`src/rtl/fir_ax_pkg.sv`:
```
// Shared defaults for the shift-coefficient FIR and its approximate Sklansky
// adder chain: parameter defaults, the tap shift-field type and the reset
// shift pattern (tap i defaults to a right shift of TAPS-i).
package fir_ax_pkg;

   localparam int W_DEF    = 16;
   localparam int TAPS_DEF = 5;
   localparam int K_DEF    = 4;
   localparam int SHW_DEF  = 5;

   typedef logic [SHW_DEF-1:0] shift_t;

   // Reset value of a tap's right-shift amount.
   function automatic int unsigned default_shift(input int unsigned taps,
                                                 input int unsigned idx);
      return taps - idx;
   endfunction

endpackage

```
`src/rtl/ax_sklansky_add.sv`:
```
// Approximate W-bit adder, purely combinational, carry-out discarded.
// The low K bits use a one-bit-lookback carry.  The carry into bit K is
// a[K-1]&b[K-1], and bits K..W-1 are an exact Sklansky prefix adder.
// Build option: FIR_EXACT_ADD_EN turns the whole adder into an exact modular
// add. The prefix network is then used over all W bits and K has no effect.
module ax_sklansky_add
   import fir_ax_pkg::*;
#(
   parameter int W = W_DEF,
   parameter int K = K_DEF
) (
   input  logic [W-1:0] a,
   input  logic [W-1:0] b,
   output logic [W-1:0] s
);

`ifdef FIR_EXACT_ADD_EN
   // K stays referenced so both builds elaborate from the same parameter set.
   localparam int KE = K * 0;
`else
   localparam int KE = K;
`endif
   localparam int N  = W - KE;
   localparam int LV = (N > 1) ? $clog2(N) : 0;

   logic          cin;
   logic [N-1:0]  ah;
   logic [N-1:0]  bh;
   logic [N-1:0]  sh;

   generate
      if (KE > 0) begin : g_approx
         logic [KE-1:0] sl;
         // Low bits: each bit sees only the generate of the bit directly below.
         always_comb begin
            sl    = '0;
            sl[0] = a[0] ^ b[0];
            for (int j = 1; j < KE; j++)
               sl[j] = a[j] ^ b[j] ^ (a[j-1] & b[j-1]);
         end
         assign cin          = a[KE-1] & b[KE-1];
         assign s[KE-1:0]    = sl;
      end else begin : g_exact
         assign cin = 1'b0;
      end
   endgenerate

   assign ah = a[W-1:KE];
   assign bh = b[W-1:KE];

   // Exact upper section: Sklansky prefix tree.  The carry-in is folded into
   // the generate of the lowest bit so the tree needs no extra input.
   always_comb begin
      logic [N-1:0] gl [0:LV];
      logic [N-1:0] pl [0:LV];
      int           jj;
      gl[0]    = ah & bh;
      pl[0]    = ah ^ bh;
      gl[0][0] = gl[0][0] | (pl[0][0] & cin);
      for (int l = 0; l < LV; l++) begin
         gl[l+1] = gl[l];
         pl[l+1] = pl[l];
         for (int i = 0; i < N; i++) begin
            if (((i >> l) & 1) == 1) begin
               jj          = ((i >> l) << l) - 1;
               gl[l+1][i] = gl[l][i] | (pl[l][i] & gl[l][jj]);
               pl[l+1][i] = pl[l][i] & pl[l][jj];
            end
         end
      end
      sh    = '0;
      sh[0] = pl[0][0] ^ cin;
      for (int i = 1; i < N; i++)
         sh[i] = pl[0][i] ^ gl[LV][i-1];
   end

   assign s[W-1:KE] = sh;

endmodule

```
`src/rtl/fir_axsk_pipe.sv`:
```
// Direct-form FIR with power-of-two (right-shift) coefficients.  Tap terms
// are summed in fixed order through a chain of approximate Sklansky adders.
// The bench supplies a valid-qualified sample stream.  Tap shifts are
// programmable at run time.  out_valid is suppressed until the delay line
// holds TAPS-1 real samples, and the output is registered.
// Build option: FIR_EXACT_ADD_EN (see ax_sklansky_add) selects exact adders.
module fir_axsk_pipe
   import fir_ax_pkg::*;
#(
   parameter int W    = W_DEF,
   parameter int TAPS = TAPS_DEF,
   parameter int K    = K_DEF,
   parameter int SHW  = SHW_DEF
) (
   input  logic                     clk,
   input  logic                     rst,
   input  logic                     in_valid,
   input  logic [W-1:0]             x,
   input  logic                     cfg_we,
   input  logic [$clog2(TAPS)-1:0]  cfg_idx,
   input  logic [SHW-1:0]           cfg_shift,
   output logic                     out_valid,
   output logic [W-1:0]             y,
   output logic                     primed
);

   localparam int              IW   = $clog2(TAPS);
   localparam logic [IW-1:0]   LAST = IW'(TAPS - 1);

   logic [W-1:0]               d_reg   [1:TAPS-1];
   logic [SHW-1:0]             shift_r [0:TAPS-1];
   logic [IW-1:0]              count;
   logic [TAPS-1:0][W-1:0]     m;
   logic [TAPS-1:0][W-1:0]     acc;

   // Tap terms: d[0] is the live input sample, shifts of W or more give 0.
   generate
      for (genvar i = 0; i < TAPS; i++) begin : g_tap
         logic [W-1:0] di;
         if (i == 0) begin : g_live
            assign di = x;
         end else begin : g_reg
            assign di = d_reg[i];
         end
         assign m[i] = (int'(shift_r[i]) >= W) ? '0 : (di >> shift_r[i]);
      end
   endgenerate

   // Fixed accumulation order: acc_i = axadd(acc_{i-1}, m[i]).
   assign acc[0] = m[0];
   generate
      for (genvar i = 1; i < TAPS; i++) begin : g_add
         ax_sklansky_add #(.W(W), .K(K)) u_add (
            .a (acc[i-1]),
            .b (m[i]),
            .s (acc[i])
         );
      end
   endgenerate

   // Shift register file.  An in-flight sample still sees the old shift
   // because the write only lands at the edge.
   always_ff @(posedge clk) begin
      if (rst) begin
         for (int i = 0; i < TAPS; i++)
            shift_r[i] <= SHW'(default_shift(TAPS, i));
      end else if (cfg_we && (int'(cfg_idx) < TAPS)) begin
         shift_r[cfg_idx] <= cfg_shift;
      end
   end

   // Delay line advances only on accepted samples.
   always_ff @(posedge clk) begin
      if (rst) begin
         for (int i = 1; i < TAPS; i++)
            d_reg[i] <= '0;
      end else if (in_valid) begin
         d_reg[1] <= x;
         for (int i = 2; i < TAPS; i++)
            d_reg[i] <= d_reg[i-1];
      end
   end

   // Warm-up counter, output register and output-valid strobe.
   always_ff @(posedge clk) begin
      if (rst) begin
         count     <= '0;
         out_valid <= 1'b0;
         y         <= '0;
      end else begin
         out_valid <= in_valid && (count == LAST);
         if (in_valid) begin
            y <= acc[TAPS-1];
            if (count != LAST)
               count <= count + 1'b1;
         end
      end
   end

   assign primed = (count == LAST);

endmodule

```
`config.mk`:
```
export PLATFORM = sky130hd
export DESIGN_NAME = fir_axsk_pipe
export DESIGN_NICKNAME = d
export VERILOG_FILES = /design/src/rtl/fir_ax_pkg.sv /design/src/rtl/ax_sklansky_add.sv /design/src/rtl/fir_axsk_pipe.sv
export SDC_FILE = /design/constraint.sdc
export NUM_CORES = 1
export LEC_CHECK = 0
export BUFFER_PORTS_ARGS = -buffer_cell sky130_fd_sc_hd__buf_2
export CAP_MARGIN = 20
export CORE_AREA = 2 2 224 171
export CTS_CLUSTER_DIAMETER = 30
export DETAILED_ROUTE_END_ITERATION = 6
export DIE_AREA = 0 0 226 173
export PLACE_DENSITY = 0.36
export SLEW_MARGIN = 0
export SYNTH_ARGS = -nofsm -noshare
export SYNTH_HDL_FRONTEND = slang
export SYNTH_SLANG_ARGS = --single-unit
```
`constraint.sdc`:
```
create_clock -name clk -period 17.4 [get_ports clk]
set_input_delay 0.87 -clock clk [delete_from_list [all_inputs] [get_ports clk]]
set_output_delay 0.87 -clock clk [all_outputs]
set_load 0.005 [all_outputs]
```
==> summary.md, run 1 <==
| Metric | Value |
|---|---|
| Async SR Flop Fraction | 0% |
| Number of fill cells in the layout | 3,952 |
| DIE WIDTH | 226 um |
| Gr usage total | 13.8% |
| Total power | 0.000787 W |
| CP top delay family | adder cells |
| Overflow after GRT | 0 |
| Clk slew on worst S/H paths | 0.08 ns |
| Largest cells by area after synthesis | edfxtp_1 (29%), mux2i_1 (11%), ha_1 (7.4%) |
| Post-synth top flop | edfxtp_1 |
| Max-cap viol count | 0 |
| Critical path's largest stage delay | 0.98 ns |
| Pwr/cell area | 77.8 nW/um^2 |
| Final hold violations | 0 |
| CTS Hold Bufs | 0 |
| Syn nets | 1,065 |
| Post-synth top area share | 29.2% |
| Slew Viols, Final | 0 |
| Clock latency on the worst-skew pair | 0.38 ns |
| DRC | 0 |
| Largest net degree at the start of global routing | 68 |
| Maximum clock frequency | 122 MHz |
| WS Path Type | reg -> reg |
| Clk Tree Root Cell | clkbuf_16 |
| RSZ-0062 raised after global routing | false |
| Postcts setup bufs | 0 |
| Mean Syn Cell Area | 9.50 um^2 |
| Drt wl/cell | 17.8 um |
| R2r setup slk | 9.22 ns |
| Netlist cell types | 49 |
| Post-layout nets | 1,068 |
| DRT antenna net count | 0 |
| Area Overhead vs Synth | 10.6% |
| Static Leak | 4.35 nW |
| Routed via count | 6,748 |
| Relative slew margins | 36.5% |
| Initial core utilization | 24.9% |
| Vias in the first global route | 6,871 |
| Status | finished clean |
| Worst vdd ir | 0.0000410 V |
| CP required | 17.66 ns |
| Most area-hungry cell type in the Yosys netlist | edfxtp_1 |
| Worst reg2reg path startpoint | shift_r[0][0] |
| Post_cts resized | 0 |
| Share of cells above drive strength 1 | 10.4% |
| Row cnt | 61 |
| Setup TNS | 0 ns |
| Port bufs | 45 |
| Crit-path max FO | 21 |
| Post-Synthesis Cells | 963 |
| Hold/Removal Path Class | reg -> reg |
| Footprint of the multi-input gates | 5690 um^2 |
| Longest Clk Path Bufs | 2 |
| CORE AREA | 36,700 um^2 |
| Via density | 4.57 |
| Worst setup EP type | flip-flop |
| CTS tree | yes |
| Total wire length | 26.3 mm |
| WP buf/inv | 0 |
| R2R cell count | 30 |
| Register area | 3070 um^2 |
| Synth Warn # | 0 |
| Hold path endpoint | count[1] |
| GP Congestion | 0.793 |
| Slowest-stage cell, CP | edfxtp_1 |
| Worst slew pin tran | 0.952 ns |
| Min Tclk post-route | 8.18 ns |
| Reg-to-Reg End | y[15] |
| Crit-path most repeated cell | fa_1 |
| First-pass DRT Iterations | 4 |
| Post-DP HPWL | 20.8 mm |
| Clock net sink count | 109 |
| H-tree depth | 3 |
| Num CTS Buffers | 9 |
| Initial antenna violation count | 4 |
| Worst Setup Start Kind | flip-flop |
| Mapped Area | 9150 um^2 |
| Final setup viols | 0 |
| Final Non-Filler Cells | 1,477 |
| Post-synth EDFFs | 89 |
| Clock skew | 0.0128 ns |
| Yosys reg bits | 109 |
| Die Y | 173 um |
| Die Area | 39,100 um^2 |
| IO Count | 46 |
| Starting DRC count in detailed routing | 481 |
| Worst Path Arrival | 8.45 ns |
| Number of flip-flops in the largest register | 64 |
| Sequential fraction of the synthesis area | 33.6% |
| WHS Path Cells | 2 |
| Placed insts | 1,459 |
| First-pass GRT wire length | 41.2 mm |
| Hold Startpoint | count[1] |
| Crit path depth | 30 |
| Fin crit share | 47.0% |
[worst min-delay path, cell delays in order, from the launching register on]
cell	delay, ns
dfxtp_1	0.33
nand2_1	0.06
a21oi_1	0.05
[per-stage QoR]
| step | util (%) | hold slack, ns | setup WS, ns | cell area (um^2) |
|---|---|---|---|---|
| after global placement | 26.8 | 0.469 | 9.39 | 9830 |
| after floorplan | - | 0.453 | 10.15 | 9150 |
| after detailed placement | 26.8 | 0.476 | 9.28 | 9830 |
| after global routing | 27.6 | 0.510 | 8.69 | 10100 |
| final | 27.6 | 0.481 | 9.22 | 10100 |
| after CTS | 27.6 | 0.489 | 9.21 | 10100 |
[how the worst max path moves through the flow]
stage	to	startpoint
floorplan	y[15]	x[4]
finish	y[15]	shift_r[0][0]
CTS	y[15]	shift_r[0][0]
detailed placement	y[15]	shift_r[0][0]
global route	y[15]	shift_r[0][0]
global placement	y[15]	shift_r[0][0]
[cells by family after synthesis]
logic type,count (synthesis),synth area share (%)
buffers and inverters,102,4.29
xor gates and xnor gates,40,4.13
DFF,109,33.6
muxes,127,15.3
and+or+nand+nor,330,18.3
adders and majority gates,74,11.8
AOI/OAI and AO/OA,181,12.7
[cell usage in the layout, fill, tap and decap left out, types with 16 or more instances in the layout]
cell type,count
ha_1,54
fa_1,20
nor2b_1,19
and2_1,87
xnor2_1,16
a21oi_1,66
mux2i_1,104
inv_1,40
nor3_1,33
edfxtp_1,89
buf_2,45
xor2_1,22
o21ai_0,17
a211oi_1,61
nand2_1,37
nor2_1,110
dfxtp_1,20
[cell type report]
| class | instances | share of cell area, % |
|---|---|---|
| multi-input combinational | 752 | 56.2 |
| sequential | 109 | 30.4 |
| tap | 504 | 6.23 |
| timing repair buffer | 51 | 2.67 |
| clock buffer | 10 | 2.26 |
| inverter | 43 | 1.59 |
| clock inverter | 6 | 0.618 |
| antenna | 2 | 0.0494 |
[where the power goes]
part / internal, W / switching, W
registers: 0.000305 / 0.0000355
clock network: 0.000112 / 0.000104
logic: 0.000102 / 0.000128
[per-layer routing]
metal | track usage [%] | wire (um) | up-vias
met5 | 0 | 0 | -
met4 | 2.79 | 281 | 0
met3 | 2.77 | 733 | 16
met2 | 20.9 | 11500 | 73
met1 | 20.1 | 13800 | 3197
li1 | - | - | 3462
[synthesized netlist by cell type, types with 3 or more instances]
library cell    n
nor2_1        110
mux2i_1       104
edfxtp_1       89
and2_1         87
a21oi_1        66
a211oi_1       61
ha_1           54
clkbuf_1       44
inv_1          41
nand2_1        37
nor3_1         33
xor2_1         22
dfxtp_1        20
fa_1           20
nor2b_1        20
o21ai_0        17
xnor2_1        16
nand2b_1       15
mux2_2         14
mux4_2          9
buf_2           8
a31oi_1         7
buf_1           7
o21a_1          7
or2_2           7
or3_1           7
nor3b_1         6
a21o_1          5
o211ai_1        3
No activity file was read; power rests on OpenSTA's default activity.
==> run 2, diff against run 1 <==
--- a/config.mk
+++ b/config.mk
@@ -5,12 +5,13 @@
 export SDC_FILE = /design/constraint.sdc
 export NUM_CORES = 1
 export LEC_CHECK = 0
+export ABC_AREA = 1
 export BUFFER_PORTS_ARGS = -buffer_cell sky130_fd_sc_hd__buf_2
 export CAP_MARGIN = 20
-export CORE_AREA = 2 2 224 171
+export CORE_AREA = 2 2 223 170
 export CTS_CLUSTER_DIAMETER = 30
 export DETAILED_ROUTE_END_ITERATION = 6
-export DIE_AREA = 0 0 226 173
+export DIE_AREA = 0 0 225 172
 export PLACE_DENSITY = 0.36
 export SLEW_MARGIN = 0
 export SYNTH_ARGS = -nofsm -noshare
==> constraint.sdc (replaced) <==
create_clock -name clk -period 8.3 [get_ports clk]
set_input_delay 0.415 -clock clk [delete_from_list [all_inputs] [get_ports clk]]
set_output_delay 0.415 -clock clk [all_outputs]
set_load 0.005 [all_outputs]
==> summary.md, run 2 <==
| Metric | Value |
|---|---|
| Postcts setup bufs | 0 (unchanged) |
| Share of cells above drive strength 1 | 8.04% (-2.4 points) |
| DIE WIDTH | 225 um (-0.44%) |
| Hold Startpoint | cfg_shift[2] |
| Vias in the first global route | 7,261 (+5.7%) |
| R2r setup slk | 0.99 ns (-8.23 ns) |
| WHS Path Cells | 2 (unchanged) |
| CTS tree | yes |
| Most frequent cells after synthesis | nand2_1 (269), inv_1 (174), nor2_1 (170) |
| Worst Path Arrival | 7.58 ns (-0.87 ns) |
| GRT met2 Usage | 18.9% (-2.1 points) |
| Die Y | 172 um (-0.58%) |
| Worst Setup Start Kind | flip-flop |
| Fin util | 27.4% (-0.18 points) |
| Clk Tree Root Cell | clkbuf_16 |
| Clock net sink count | 109 (unchanged) |
| Relative slew margins | 40.9% (+4.4 points) |
| Initial core utilization | 24.8% (-0.13 points) |
| Top-count cell post-synth | nand2_1 |
| Worst reg2reg path startpoint | shift_r[0][0] |
| Syn nets | 1,346 (+26%) |
| Worst vdd ir | 0.0000879 V (+110%) |
| Drt wl/cell | 16.1 um (-9.2%) |
| Largest net degree at the start of global routing | 67 (-1.5%) |
| Critical path's largest stage delay | 0.93 ns (-0.05 ns) |
| Final worst slack | 0.987 ns (-8.23 ns) |
| Reg-to-Reg End | y[15] |
| Post-synth top area share | 29.5% (+0.27 points) |
| Most frequent cells in the layout | nand2_1 (269), inv_1 (173), nor2_1 (170), o21ai_0 (109), edfxtp_1 (89) |
| Synth Warn # | 0 (unchanged) |
| Port bufs | 45 (unchanged) |
| First-pass GRT wire length | 42.7 mm (+3.8%) |
| Setup TNS | 0 ns (unchanged) |
| Sequential fraction of the synthesis area | 33.9% (+0.31 points) |
| RSZ-0062 raised after global routing | false |
| Area Overhead vs Synth | 10.5% |
| Crit-path most repeated cell | nand2_1 |
| Clk slew on worst S/H paths | 0.09 ns (about the same) |
| Met3 usage | 2.68% (-0.085 points) |
| Final setup viols | 0 (unchanged) |
| Max-cap viol count | 0 (unchanged) |
| Post-synth top flop | edfxtp_1 |
| Pwr/cell area | 165 nW/um^2 (+110%) |
| Status | finished clean |
| Slew Viols, Final | 0 (unchanged) |
| Mean Syn Cell Area | 7.29 um^2 (-23%) |
| Async SR Flop Fraction | 0% (unchanged) |
| H-tree depth | 3 (unchanged) |
| GRT met1 Usage | 24.5% (+4.4 points) |
| Post-layout nets | 1,354 (+27%) |
| Post_cts resized | 0 (unchanged) |
| IO Count | 46 (unchanged) |
| Worst setup EP type | flip-flop |
| Yosys reg bits | 109 (unchanged) |
| Netlist cell types | 48 (-2.0%) |
| GP Congestion | 0.814 (+2.6%) |
| Number of flip-flops in the largest register | 64 (unchanged) |
| Commonest non-fill, non-tap cell in the layout | nand2_1 |
| Via density | 4.55 (-0.40%) |
| R2R cell count | 33 (+10%) |
| Mapped Area | 9070 um^2 (-0.92%) |
| Initial antenna violation count | 1 (-3) |
| WS Path Type | reg -> reg |
| Crit-path max FO | 32 (+52%) |
| Final hold violations | 0 (unchanged) |
| Overflow after GRT | 0 (unchanged) |
| Min Tclk post-route | 7.31 ns (-0.869 ns) |
| Fin crit share | 88.1% (+41 points) |
| Static Leak | 4.63 nW (+6.5%) |
| Antenna Diode Count | 0 (-2) |
| DRT antenna net count | 0 (unchanged) |
| First-pass DRT Iterations | 5 (+1) |
| Worst slack, placed | 1.09 ns (-8.19 ns) |
| Routed via count | 7,868 (+17%) |
| Num CTS Buffers | 9 (unchanged) |
| Clock skew | 0.0176 ns (+0.00485 ns) |
| Most area-hungry cell type in the Yosys netlist | edfxtp_1 |
| Die Area | 38,700 um^2 (-1.0%) |
| Hold path endpoint | shift_r[1][2] |
| Post-DP HPWL | 22.7 mm (+9.2%) |
| Total wire length | 27.9 mm (+6.3%) |
| Largest cells by area after synthesis | edfxtp_1 (29%), nand2_1 (11%), ha_1 (7.5%) |
| Longest Clk Path Bufs | 2 (unchanged) |
| Post-Synthesis Cells | 1,244 (+29%) |
| CTS Hold Bufs | 0 (unchanged) |
| Number of fill cells in the layout | 4,029 (+1.9%) |
| Hold/Removal Path Class | in -> reg |
| Clock latency on the worst-skew pair | 0.39 ns (about the same) |
| CP required | 8.57 ns (-9.09 ns) |
| Post-synth EDFFs | 89 (unchanged) |
| Worst slew pin tran | 0.887 ns (-0.0655 ns) |
| Starting DRC count in detailed routing | 632 (+31%) |
| GRT busiest layer | met1 |
| Row cnt | 61 (unchanged) |
| Slowest-stage cell, CP | edfxtp_1 |
| Maximum clock frequency | 137 MHz (+12%) |
| Gr usage total | 14.7% (+0.97 points) |
| DRC | 0 (unchanged) |
| CORE AREA | 36,600 um^2 (-0.42%) |
-- run 2: cell types whose count changed in the layout (fill, tap and decap cells not counted), sizes merged, moves of 52 or more --
cell	before	now
nor2	110	177
nand3	2	54
a211oi	61	1
inv	43	184
and2	87	0
mux2i	104	20
o21ai	18	164
nand2	37	277
-- run 2: metrics by stage --
step | hold WS (ns) | total power [W] | std cells | area [um^2]
after detailed placement | 0.437 | 0.00121 | 1713 | 9710
after floorplan | 0.447 | 0.00103 | 1244 | 9070
after global routing | 0.315 | 0.00177 | 1729 | 10000
final | 0.314 | 0.00165 | 1729 | 10000
after global placement | 0.438 | 0.00121 | 1713 | 9710
after CTS | 0.296 | 0.00168 | 1729 | 10000
-- run 2: cells by family (layout without fill, tap and decap cells) --
family          count (synthesis)  in the layout  synth area share [%]
mux                            20             20                  2.21
flops                         109            109                  33.9
buf+inv                       234            247                  9.94
compound gates                257            257                  15.4
simple gates                  523            523                  24.1
xor+xnor                       27             27                  2.61
fa+ha+maj                      74             74                  11.9
-- run 2: how the worst max path moves through the flow --
| stage | endpoint | from | slack, ns | cells after the start |
|---|---|---|---|---|
| after floorplan | y[15] | shift_r[0][0] | 1.78 | 35 |
| after global placement | y[15] | shift_r[1][0] | 1.12 | 33 |
| after detailed placement | y[15] | shift_r[1][0] | 1.09 | 33 |
| after CTS | y[15] | shift_r[1][0] | 1.03 | 33 |
| after global routing | y[15] | shift_r[0][0] | 0.53 | 33 |
| final | y[15] | shift_r[0][0] | 0.99 | 33 |
-- run 2: final cells by class --
class / instances / area [um^2] / share of cell area, %
Clock buffer: 9 / 225 / 2.25
Clock inverter: 7 / 86.3 / 0.862
Multi-Input combinational cell: 901 / 5090 / 50.8
Tap cell: 472 / 591 / 5.90
Timing Repair Buffer: 49 / 255 / 2.55
Sequential cell: 109 / 3070 / 30.7
Inverter: 182 / 693 / 6.92
-- run 2: worst max-delay path, delay by kind of cell, from the launching register on --
family / cells / cell delay [ns]
buffers and inverters: 2 / 0.12
adders and majority gates: 9 / 3.47
AOI/OAI and AO/OA: 5 / 0.87
muxes: 1 / 0.28
DFF: 1 / 0.93
xor gates and xnor gates: 3 / 0.49
and+or+nand+nor: 13 / 1.04
-- run 2: layer usage --
layer | wire [um] | vias up | share of wire (%)
li1 | - | 4069 | -
met1 | 15900 | 3593 | 57
met2 | 10300 | 192 | 37
met3 | 1440 | 14 | 5.1
met4 | 230 | 0 | 0.82
met5 | 0 | - | 0
-- run 2: report_power, final --
group / switching (W) / leakage, nW / total, W / internal [W]
Combinational: 0.000321 / 3.37 / 0.000501 / 0.000180
Clock: 0.000247 / 0.150 / 0.000463 / 0.000216
Sequential: 0.0000490 / 1.11 / 0.000690 / 0.000641
Total: 0.000616 / 4.63 / 0.00165 / 0.00104
==> run 3, diff against run 2 <==
--- a/config.mk
+++ b/config.mk
@@ -12,7 +12,7 @@
 export CTS_CLUSTER_DIAMETER = 30
 export DETAILED_ROUTE_END_ITERATION = 6
 export DIE_AREA = 0 0 225 172
-export PLACE_DENSITY = 0.36
+export PLACE_DENSITY = 0.49
 export SLEW_MARGIN = 0
 export SYNTH_ARGS = -nofsm -noshare
 export SYNTH_HDL_FRONTEND = slang
==> summary.md, run 3 (synthesized netlist as in run 2, its figures left out) <==
| Metric | Value |
|---|---|
| Status | finished clean |
| Hold slack | 0.324 ns (+0.0101 ns) |
| Placed insts | 1,712 (-0.058%) |
| Clock net sink count | 109 (unchanged) |
| Power share of the clock group | 27.9% (about the same) |
| CTS tree | yes |
| Share of cells above drive strength 1 | 8.04% (about the same) |
| Post-DP HPWL | 20.7 mm (-9.1%) |
| Port bufs | 45 (unchanged) |
| Most frequent cells in the layout | nand2_1 (269), inv_1 (173), nor2_1 (169), o21ai_0 (109), edfxtp_1 (89) |
| Clock skew | 0.0167 ns (-0.000907 ns) |
| Total wire length | 25.1 mm (-10%) |
| Critical path's largest stage delay | 0.90 ns (-0.03 ns) |
| Commonest non-fill, non-tap cell in the layout | nand2_1 |
| CORE AREA | 36,600 um^2 (unchanged) |
| Largest net degree at the start of global routing | 56 (-16%) |
| DRC | 0 (unchanged) |
| Postcts setup bufs | 0 (unchanged) |
| Worst slew pin tran | 1.05 ns (+0.162 ns) |
| Hold/Removal Path Class | in -> reg |
| Relative slew margins | 30.0% (-11 points) |
| Pwr/cell area | 165 nW/um^2 (-0.24%) |
| Clock latency on the worst-skew pair | 0.38 ns (about the same) |
| H-tree depth | 3 (unchanged) |
| Net Switching | 0.000582 W (-5.6%) |
| Worst setup EP type | flip-flop |
| Crit-path most repeated cell | nand2_1 |
| Final setup viols | 0 (unchanged) |
| Starting DRC count in detailed routing | 772 (+22%) |
| Slowest-stage cell, CP | edfxtp_1 |
| Row cnt | 61 (unchanged) |
| RSZ-0062 raised after global routing | false |
| Clk Tree Root Cell | clkbuf_16 |
| Setup TNS | 0 ns (unchanged) |
| Maximum clock frequency | 139 MHz (+1.8%) |
| Clk slew on worst S/H paths | 0.08 ns (about the same) |
| Num CTS Buffers | 9 (unchanged) |
| Routed via count | 7,880 (+0.15%) |
| Power Internal | 0.00107 W (+2.9%) |
| Final Non-Filler Cells | 1,728 (-0.058%) |
| Worst Setup Start Kind | flip-flop |
| GP Congestion | 0.874 (+7.4%) |
| IO Count | 46 (unchanged) |
| Vias in the first global route | 7,241 (-0.28%) |
| Number of flip-flops in the largest register | 64 (unchanged) |
| Overflow after GRT | 0 (unchanged) |
| Static Leak | 4.63 nW (about the same) |
| WS Path Type | reg -> reg |
| Drt wl/cell | 14.5 um (-10%) |
| Fin crit share | 86.6% (-1.5 points) |
| Initial antenna violation count | 0 (-1) |
| Combinational share of power | 30.2% (about the same) |
| Area Overhead vs Synth | 10.4% (about the same) |
| CP top delay family | adder cells |
| First-pass DRT Iterations | 5 (unchanged) |
| CP required | 8.57 ns (about the same) |
| Min Tclk post-route | 7.19 ns (-0.126 ns) |
| Gr usage total | 13.3% (-1.4 points) |
| Die Area | 38,700 um^2 (unchanged) |
| Crit-path max FO | 31 (-3.1%) |
| First-pass GRT wire length | 39.8 mm (-6.8%) |
| DRT antenna net count | 0 (unchanged) |
| Sw frac | 35.3% (-2.0 points) |
| CTS Hold Bufs | 0 (unchanged) |
| Antenna Diode Count | 0 (unchanged) |
| Die Y | 172 um (unchanged) |
| Post-layout nets | 1,353 (-0.074%) |
| Worst Path Arrival | 7.45 ns (-0.13 ns) |
| Via density | 4.56 (+0.21%) |
| DIE WIDTH | 225 um (unchanged) |
| Slew Viols, Final | 0 (unchanged) |
| Seq pwr share | 41.9% (+0.2 points) |
| Longest Clk Path Bufs | 2 (unchanged) |
| Max-cap viol count | 0 (unchanged) |
| WP buf/inv | 2 (unchanged) |
| Worst vdd ir | 0.0000909 V (+3.5%) |
| Post_cts resized | 0 (unchanged) |
| Initial core utilization | 24.8% (unchanged) |
| Final hold violations | 0 (unchanged) |
run 3: area by class of cell:
| cell class | count | area (um^2) |
|---|---|---|
| inverter | 182 | 693 |
| clock inverter | 7 | 86.3 |
| fill | 3961 | 26500 |
| clock buffer | 9 | 225 |
| multi-input combinational | 901 | 5100 |
| timing repair buffer | 48 | 248 |
| tap | 472 | 591 |
| sequential | 109 | 3070 |
run 3: worst register-to-register path: cells and delay by family (launching register included):
family,cells,cell delay [ns]
XOR/XNOR,3,0.48
AND/OR/NAND/NOR,12,0.87
flip-flops,1,0.90
AO/OA/AOI/OAI,7,1.22
buffers and inverters,2,0.12
adder cells (fa/ha/maj),9,3.49
run 3: path summary, 6_finish.rpt:
path         slack (ns)          start       endpoint  depth (start not counted)
max                1.11  shift_r[1][0]          y[15]                         33
min                0.32   cfg_shift[2]  shift_r[1][2]                          2
max reg2reg        1.11  shift_r[1][0]          y[15]                         33
min reg2reg        0.45          y[15]          y[15]                          2
run 3: through the flow:
| stage | power [W] | setup WS, ns | util (%) | cell area (um^2) |
|---|---|---|---|---|
| 5_1_grt | 0.00176 | 0.350 | 27.4 | 10000 |
| 3_5_place_dp | 0.00120 | 1.14 | 26.5 | 9700 |
| 4_1_cts | 0.00166 | 1.10 | 27.4 | 10000 |
| 6_report | 0.00165 | 1.11 | 27.4 | 10000 |
| 3_3_place_gp | 0.00119 | 1.20 | 26.5 | 9700 |
| 2_1_floorplan | 0.00103 | 1.78 | - | 9070 |
run 3: metal layers:
layer  wire (um)  share of wire (%)  track usage, %
met1       13600                 54            20.9
met2        9760                 39            18.3
met3        1540                6.1            3.23
met4         208               0.83            2.30
met5           0                  0               0
run 3: power groups by stage:
stage	logic (W)	clock network, W	registers [W]
6_report	0.000498	0.000461	0.000691
5_1_grt	0.000571	0.000495	0.000698
4_1_cts	0.000499	0.000474	0.000690
3_5_place_dp	0.000495	0	0.000703
3_3_place_gp	0.000492	0	0.000703
2_1_floorplan	0.000356	0	0.000676
